File: src/rtl/avr_bus_pkg.sv
// Shared op codes, FSM state encoding and default timing for the AVR-side bus initiator.
package avr_bus_pkg;

  localparam logic [1:0] OP_LOAD_ADDR = 2'd0;
  localparam logic [1:0] OP_READ      = 2'd1;
  localparam logic [1:0] OP_WRITE     = 2'd2;
  localparam logic [1:0] OP_INC       = 2'd3;

  typedef enum logic [3:0] {
    ST_IDLE        = 4'd0,
    ST_SHIFT       = 4'd1,
    ST_SHIFT_TAIL  = 4'd2,
    ST_READ        = 4'd3,
    ST_WRITE_SETUP = 4'd4,
    ST_WRITE       = 4'd5,
    ST_WRITE_HOLD  = 4'd6,
    ST_INC_LO      = 4'd7,
    ST_INC_HI      = 4'd8
  } state_t;

  localparam int DEF_ADDR_WIDTH = 21;
  localparam int DEF_BIT_CYCLES = 2;
  localparam int DEF_RD_CYCLES  = 4;
  localparam int DEF_WR_CYCLES  = 4;
  localparam int DEF_CNT_CYCLES = 2;

  function automatic int max3(input int a, input int b, input int c);
    int m;
    m = (a > b) ? a : b;
    return (m > c) ? m : c;
  endfunction

endpackage

File: src/rtl/avr_sreg_tx.sv
// MSB-first address serializer: holds each bit BIT_CYCLES clocks, then one tail clock with si=0.
module avr_sreg_tx
  import avr_bus_pkg::*;
#(
  parameter int ADDR_WIDTH = DEF_ADDR_WIDTH,
  parameter int BIT_CYCLES = DEF_BIT_CYCLES
) (
  input  logic                  clk,
  input  logic                  rst_n,
  input  logic                  start,
  input  logic [ADDR_WIDTH-1:0] addr,
  output logic                  last_bit,
  output logic                  done,
  output logic                  si,
  output logic                  sreg_en_n
);

  localparam int BW = (ADDR_WIDTH > 1) ? $clog2(ADDR_WIDTH) : 1;
  localparam int HW = (BIT_CYCLES > 1) ? $clog2(BIT_CYCLES) : 1;
  localparam logic [BW-1:0] BIT_FIRST = BW'(ADDR_WIDTH - 1);
  localparam logic [HW-1:0] HOLD_LAST = HW'(BIT_CYCLES - 1);

  logic [ADDR_WIDTH-1:0] shreg;
  logic [BW-1:0]         bit_idx;
  logic [HW-1:0]         hold_cnt;
  logic                  shifting;
  logic                  tail;

  // last_bit flags the final hold clock of bit 0 so the FSM can enter its tail state in step
  assign last_bit = shifting && (bit_idx == '0) && (hold_cnt == HOLD_LAST);
  assign done     = tail;

  always_ff @(posedge clk) begin
    if (!rst_n) begin
      shreg     <= '0;
      bit_idx   <= '0;
      hold_cnt  <= '0;
      shifting  <= 1'b0;
      tail      <= 1'b0;
      si        <= 1'b0;
      sreg_en_n <= 1'b1;
    end else if (start) begin
      shreg     <= addr;
      si        <= addr[ADDR_WIDTH-1];
      sreg_en_n <= 1'b0;
      shifting  <= 1'b1;
      tail      <= 1'b0;
      bit_idx   <= BIT_FIRST;
      hold_cnt  <= '0;
    end else if (shifting) begin
      if (hold_cnt == HOLD_LAST) begin
        hold_cnt <= '0;
        if (bit_idx == '0) begin
          shifting <= 1'b0;
          tail     <= 1'b1;
          si       <= 1'b0;
        end else begin
          bit_idx <= bit_idx - 1'b1;
          shreg   <= shreg << 1;
          si      <= shreg[ADDR_WIDTH-2];
        end
      end else begin
        hold_cnt <= hold_cnt + 1'b1;
      end
    end else if (tail) begin
      tail      <= 1'b0;
      sreg_en_n <= 1'b1;
    end
  end

endmodule

File: src/rtl/avr_bus_master.sv
// AVR-side CPLD bus initiator: turns single-cycle commands into registered pin sequences.
module avr_bus_master
  import avr_bus_pkg::*;
#(
  parameter int ADDR_WIDTH = DEF_ADDR_WIDTH,
  parameter int BIT_CYCLES = DEF_BIT_CYCLES,
  parameter int RD_CYCLES  = DEF_RD_CYCLES,
  parameter int WR_CYCLES  = DEF_WR_CYCLES,
  parameter int CNT_CYCLES = DEF_CNT_CYCLES
) (
  input  logic                  avr_clk,
  input  logic                  avr_reset_n,
  input  logic                  cmd_valid,
  output logic                  cmd_ready,
  input  logic [1:0]            cmd_op,
  input  logic [ADDR_WIDTH-1:0] cmd_addr,
  input  logic [7:0]            cmd_wdata,
  output logic                  rsp_valid,
  output logic [7:0]            rsp_rdata,
  output logic                  busy,
  output logic                  avr_si,
  output logic                  avr_sreg_en_n,
  output logic                  avr_oe_n,
  output logic                  avr_we_n,
  output logic                  avr_counter_n,
  output logic [7:0]            avr_data_out,
  output logic                  avr_data_oe,
  input  logic [7:0]            avr_data_in
);

  localparam int CW = $clog2(max3(RD_CYCLES, WR_CYCLES, CNT_CYCLES) + 1);
  localparam logic [CW-1:0] RD_LAST  = CW'(RD_CYCLES - 1);
  localparam logic [CW-1:0] WR_LAST  = CW'(WR_CYCLES - 1);
  localparam logic [CW-1:0] CNT_LAST = CW'(CNT_CYCLES - 1);

  state_t        state, state_nxt;
  logic [CW-1:0] cnt, cnt_nxt;
  logic          oe_n_nxt, we_n_nxt, counter_n_nxt, data_oe_nxt, rsp_valid_nxt;
  logic [7:0]    data_out_nxt, rdata_nxt;
  logic          tx_start, tx_last, tx_done;
  logic          accept;

  assign cmd_ready = (state == ST_IDLE);
  assign busy      = !cmd_ready;
  assign accept    = cmd_valid && cmd_ready;

  avr_sreg_tx #(
    .ADDR_WIDTH(ADDR_WIDTH),
    .BIT_CYCLES(BIT_CYCLES)
  ) u_sreg_tx (
    .clk      (avr_clk),
    .rst_n    (avr_reset_n),
    .start    (tx_start),
    .addr     (cmd_addr),
    .last_bit (tx_last),
    .done     (tx_done),
    .si       (avr_si),
    .sreg_en_n(avr_sreg_en_n)
  );

  // Next values of every registered pin; each state owns exactly one strobe so they never overlap
  always_comb begin
    state_nxt     = state;
    cnt_nxt       = cnt;
    oe_n_nxt      = avr_oe_n;
    we_n_nxt      = avr_we_n;
    counter_n_nxt = avr_counter_n;
    data_oe_nxt   = avr_data_oe;
    data_out_nxt  = avr_data_out;
    rsp_valid_nxt = 1'b0;
    rdata_nxt     = rsp_rdata;
    tx_start      = 1'b0;
    case (state)
      ST_IDLE: begin
        if (accept) begin
          case (cmd_op)
            OP_LOAD_ADDR: begin
              tx_start  = 1'b1;
              state_nxt = ST_SHIFT;
            end
            OP_READ: begin
              oe_n_nxt  = 1'b0;
              cnt_nxt   = '0;
              state_nxt = ST_READ;
            end
            OP_WRITE: begin
              data_out_nxt = cmd_wdata;
              data_oe_nxt  = 1'b1;
              state_nxt    = ST_WRITE_SETUP;
            end
            default: begin
              counter_n_nxt = 1'b0;
              cnt_nxt       = '0;
              state_nxt     = ST_INC_LO;
            end
          endcase
        end
      end
      ST_SHIFT:      if (tx_last) state_nxt = ST_SHIFT_TAIL;
      ST_SHIFT_TAIL: if (tx_done) state_nxt = ST_IDLE;
      ST_READ: begin
        if (cnt == RD_LAST) begin
          oe_n_nxt      = 1'b1;
          rsp_valid_nxt = 1'b1;
          rdata_nxt     = avr_data_in;
          state_nxt     = ST_IDLE;
        end else begin
          cnt_nxt = cnt + 1'b1;
        end
      end
      ST_WRITE_SETUP: begin
        we_n_nxt  = 1'b0;
        cnt_nxt   = '0;
        state_nxt = ST_WRITE;
      end
      ST_WRITE: begin
        if (cnt == WR_LAST) begin
          we_n_nxt  = 1'b1;
          state_nxt = ST_WRITE_HOLD;
        end else begin
          cnt_nxt = cnt + 1'b1;
        end
      end
      ST_WRITE_HOLD: begin
        data_oe_nxt = 1'b0;
        state_nxt   = ST_IDLE;
      end
      ST_INC_LO: begin
        if (cnt == CNT_LAST) begin
          counter_n_nxt = 1'b1;
          cnt_nxt       = '0;
          state_nxt     = ST_INC_HI;
        end else begin
          cnt_nxt = cnt + 1'b1;
        end
      end
      ST_INC_HI: begin
        if (cnt == CNT_LAST) state_nxt = ST_IDLE;
        else                 cnt_nxt   = cnt + 1'b1;
      end
      default: state_nxt = ST_IDLE;
    endcase
  end

  always_ff @(posedge avr_clk) begin
    if (!avr_reset_n) begin
      state         <= ST_IDLE;
      cnt           <= '0;
      avr_oe_n      <= 1'b1;
      avr_we_n      <= 1'b1;
      avr_counter_n <= 1'b1;
      avr_data_oe   <= 1'b0;
      avr_data_out  <= '0;
      rsp_valid     <= 1'b0;
      rsp_rdata     <= '0;
    end else begin
      state         <= state_nxt;
      cnt           <= cnt_nxt;
      avr_oe_n      <= oe_n_nxt;
      avr_we_n      <= we_n_nxt;
      avr_counter_n <= counter_n_nxt;
      avr_data_oe   <= data_oe_nxt;
      avr_data_out  <= data_out_nxt;
      rsp_valid     <= rsp_valid_nxt;
      rsp_rdata     <= rdata_nxt;
    end
  end

endmodule

File: config.mk
export PLATFORM = sky130hd
export DESIGN_NAME = avr_bus_master
export DESIGN_NICKNAME = d
export VERILOG_FILES = /design/src/rtl/avr_bus_pkg.sv /design/src/rtl/avr_sreg_tx.sv /design/src/rtl/avr_bus_master.sv
export SDC_FILE = /design/constraint.sdc
export NUM_CORES = 1
export LEC_CHECK = 0
export ABC_CLOCK_PERIOD_IN_PS = 1900
export CAP_MARGIN = 5
export CORE_MARGIN = 2
export CORE_UTILIZATION = 25
export DETAILED_ROUTE_END_ITERATION = 8
export PLACE_DENSITY_LB_ADDON = 0.05
export RECOVER_POWER = 25
export SYNTH_ARGS = -nofsm -noshare
export SYNTH_HDL_FRONTEND = slang
export SYNTH_SLANG_ARGS = --single-unit
File: constraint.sdc
create_clock -name avr_clk -period 1.9 [get_ports avr_clk]
set_input_delay 0.38 -clock avr_clk [delete_from_list [all_inputs] [get_ports avr_clk]]
set_output_delay 0.38 -clock avr_clk [all_outputs]
set_load 0.01 [all_outputs]
==> out/results.ini <==
[sta]
drv_slew=0
final.setup.worst_slack_ps=134
max_slew.worst_pin.slew_ps=461
fin_skew_ps=10.2
hold_violations=0
clock.fmax_mhz=566
fin_crit_sh=0.930
relSlewSlack=0.691
setup_violations=0
tns_ps=0
grt_setup_unrepaired=false
fin_crit_ps=1770

[global_route]
top_usage_layer=met2
grt_max_degree=48
gr-usage-all-layers=0.117
grt_pass1_wl_um=10500
gr-usage-met2=0.185
met1_usage=0.141
first_global_vias=2180
antenna_found_initial=0
grt_overflow=0
grt_util_met3=0.0406

[critical_path]
startpoint_type=flip-flop
cp-startpoint=state[3]
r2r_slack_ps=170
cp_max_fo=2
critPathKind=reg -> out
required_ps=1520
reg2reg_from=u_sreg_tx.bit_idx[0]
reg2reg_to=state[0]
endpoint_kind=output pin
crit_path_end=cmd_ready
reg2reg_depth=6
worst-endpoint-arrival_ps=1390

[yosys]
synthCells=279
synth_cell_types=43
async_flop_share=0
yosysSeqAreaShare=0.434
ys_warn_count=0
ys_seq_elements=58
avgSynthCellArea_sq_um=9.59
yosysTopAreaCellShare=0.434
synthFlopType=dfxtp_1
syn_nets=325
yosys.area.top_type=dfxtp_1
syn_area_sq_um=2680
ys_top_cells_by_area=dfxtp_1 (43%), mux2i_1 (16%), o21ai_0 (4.7%), nor2b_1 (4.4%), a21oi_1 (4.1%)
synth_edf_count=0

[route]
dr.pass1.iters=3
drc=0
drt.antenna.violating_nets=0
vias_per_cell=4.44
routed_wl_um=6360
vias=2173
drtIter0Drc=43
wl_per_cell_um=13.0

[cts]
cts_tree=built
clk_pin_slew_ps=60
clock_latency_ps=330
clk_path_buf_depth=2
cts_htree_levels=3
cts.hold.buffers_added=0
clockRootBuffer=clkbuf_8
cts-buffers-inserted=9
cts.sinks=58

[layout]
synthToLayoutAreaGrowth_pct=39.4
final_util=0.360
antenna_cells=0
finalNonFillerCells=489
final_common_cell=dfxtp_1
layout.nets=396
seq_area_sq_um=1160
multi_input_area_sq_um=1380
fillers=1118
drive_gt1_frac=0.116
final_cell_mix=dfxtp_1 (58), clkdlybuf4s50_1 (51), mux2i_1 (42), o21ai_0 (25), a21oi_1 (22)

[pwr]
switchingPower_w=0.00102
p_comb_frac=0.269
ir_drop_uv=382
clock_power_share=0.324
internal_power_w=0.00248
p_total_w=0.00349
swShare=0.291
p_leak_nw=1.37
power_frac_seq=0.407
p_per_area_nw_per_um2=936

[min_path]
hp-class=reg -> reg

[die]
rows=37
core_sq_um=10400
die_x_um=107
start_util=0.258
die_h_um=107
die_area_sq_um=11500
pin_count=67

[job]
maxCapViolCount=0

[placement]
place_congestion=0.703
place_ws_ps=69.7
port_buffers=66
place_hpwl_um=4440
place_inst=473

[run_status]
status=finished, final reports clean

-- stage by stage --
stage / cell area [sq um] / hold slack (ps)
4_1_cts: 3740 / 459
5_1_grt: 3730 / 483
2_1_floorplan: 2680 / 446
6_report: 3730 / 444
3_3_place_gp: 3540 / 439
3_5_place_dp: 3540 / 446
-- sequential cells by signal, summed over array words and instances, names as in the netlist, 3 cells and up --
name	flops
u_sreg_tx.shreg	20
avr_data_out	8
rsp_rdata	8
u_sreg_tx.bit_idx	5
state	4
cnt	3
-- cell type report --
type                    count  area share
multi-input cells         192       0.370
flip-flops and latches     58       0.311
repair buffers             80       0.213
well taps                 136      0.0456
clock buffers              11      0.0406
clock inverters             3      0.0107
inverters                   9     0.00906
-- logic make-up after synthesis --
| kind of cell | synth area share |
|---|---|
| flops | 0.434 |
| fa+ha+maj | 0.0187 |
| buf+inv | 0.0500 |
| compound gates | 0.151 |
| mux | 0.157 |
| xor+xnor | 0.0164 |
| simple gates | 0.173 |
-- power by group through the flow --
| stage | Combinational [W] | Sequential (W) | Clock, W |
|---|---|---|---|
| 3_3_place_gp | 0.000957 | 0.00145 | 0 |
| 4_1_cts | 0.000973 | 0.00143 | 0.00118 |
| 3_5_place_dp | 0.000956 | 0.00145 | 0 |
| 5_1_grt | 0.00103 | 0.00144 | 0.00124 |
| 2_1_floorplan | 0.000583 | 0.00145 | 0 |
| 6_report | 0.000939 | 0.00142 | 0.00113 |
-- cells in the mapped netlist (2+ instances only) --
library cell	number
and2_1	2
inv_1	9
mux2i_1	42
nand2_1	16
ha_1	4
nor2_1	11
o211ai_1	2
a22oi_1	2
buf_2	8
xnor2_1	2
nand3b_1	4
a21boi_0	3
xor2_1	3
nand4b_1	2
and4b_1	3
dfxtp_1	58
nor2b_1	19
o21ai_0	25
clkbuf_1	8
buf_4	4
nor3_1	2
a31oi_1	2
nor4b_2	2
nand3_1	6
a21oi_1	22
-- metal layers --
metal | wire length, um | vias to the layer above
li1 | - | 1128
met1 | 3010 | 997
met2 | 2910 | 38
met3 | 315 | 10
met4 | 128 | 0
met5 | 0 | -
-- how the worst min path moves through the flow --
| stage | start | endpoint | depth (start not counted) |
|---|---|---|---|
| finish | avr_data_oe | avr_data_oe | 2 |
| global route | avr_reset_n | u_sreg_tx.shreg[14] | 3 |
| CTS | avr_data_oe | avr_data_oe | 2 |
| detailed placement | avr_data_oe | avr_data_oe | 2 |
| global placement | avr_data_oe | avr_data_oe | 2 |
| floorplan | cnt[2] | cnt[2] | 2 |
-- what timing repair did --
action,CTS,global route
buffers inserted,2,0
resized for setup,2,0
endpoints found under the setup margin,2,0
-- critical path, cell delays in order (launching register included) --
cell and delay [ps]:
dfxtp_1 330, nor4_4 290, clkbuf_4 180, dlygate4sd2_1 250
Note: power is estimated with default switching activity, not from simulation.
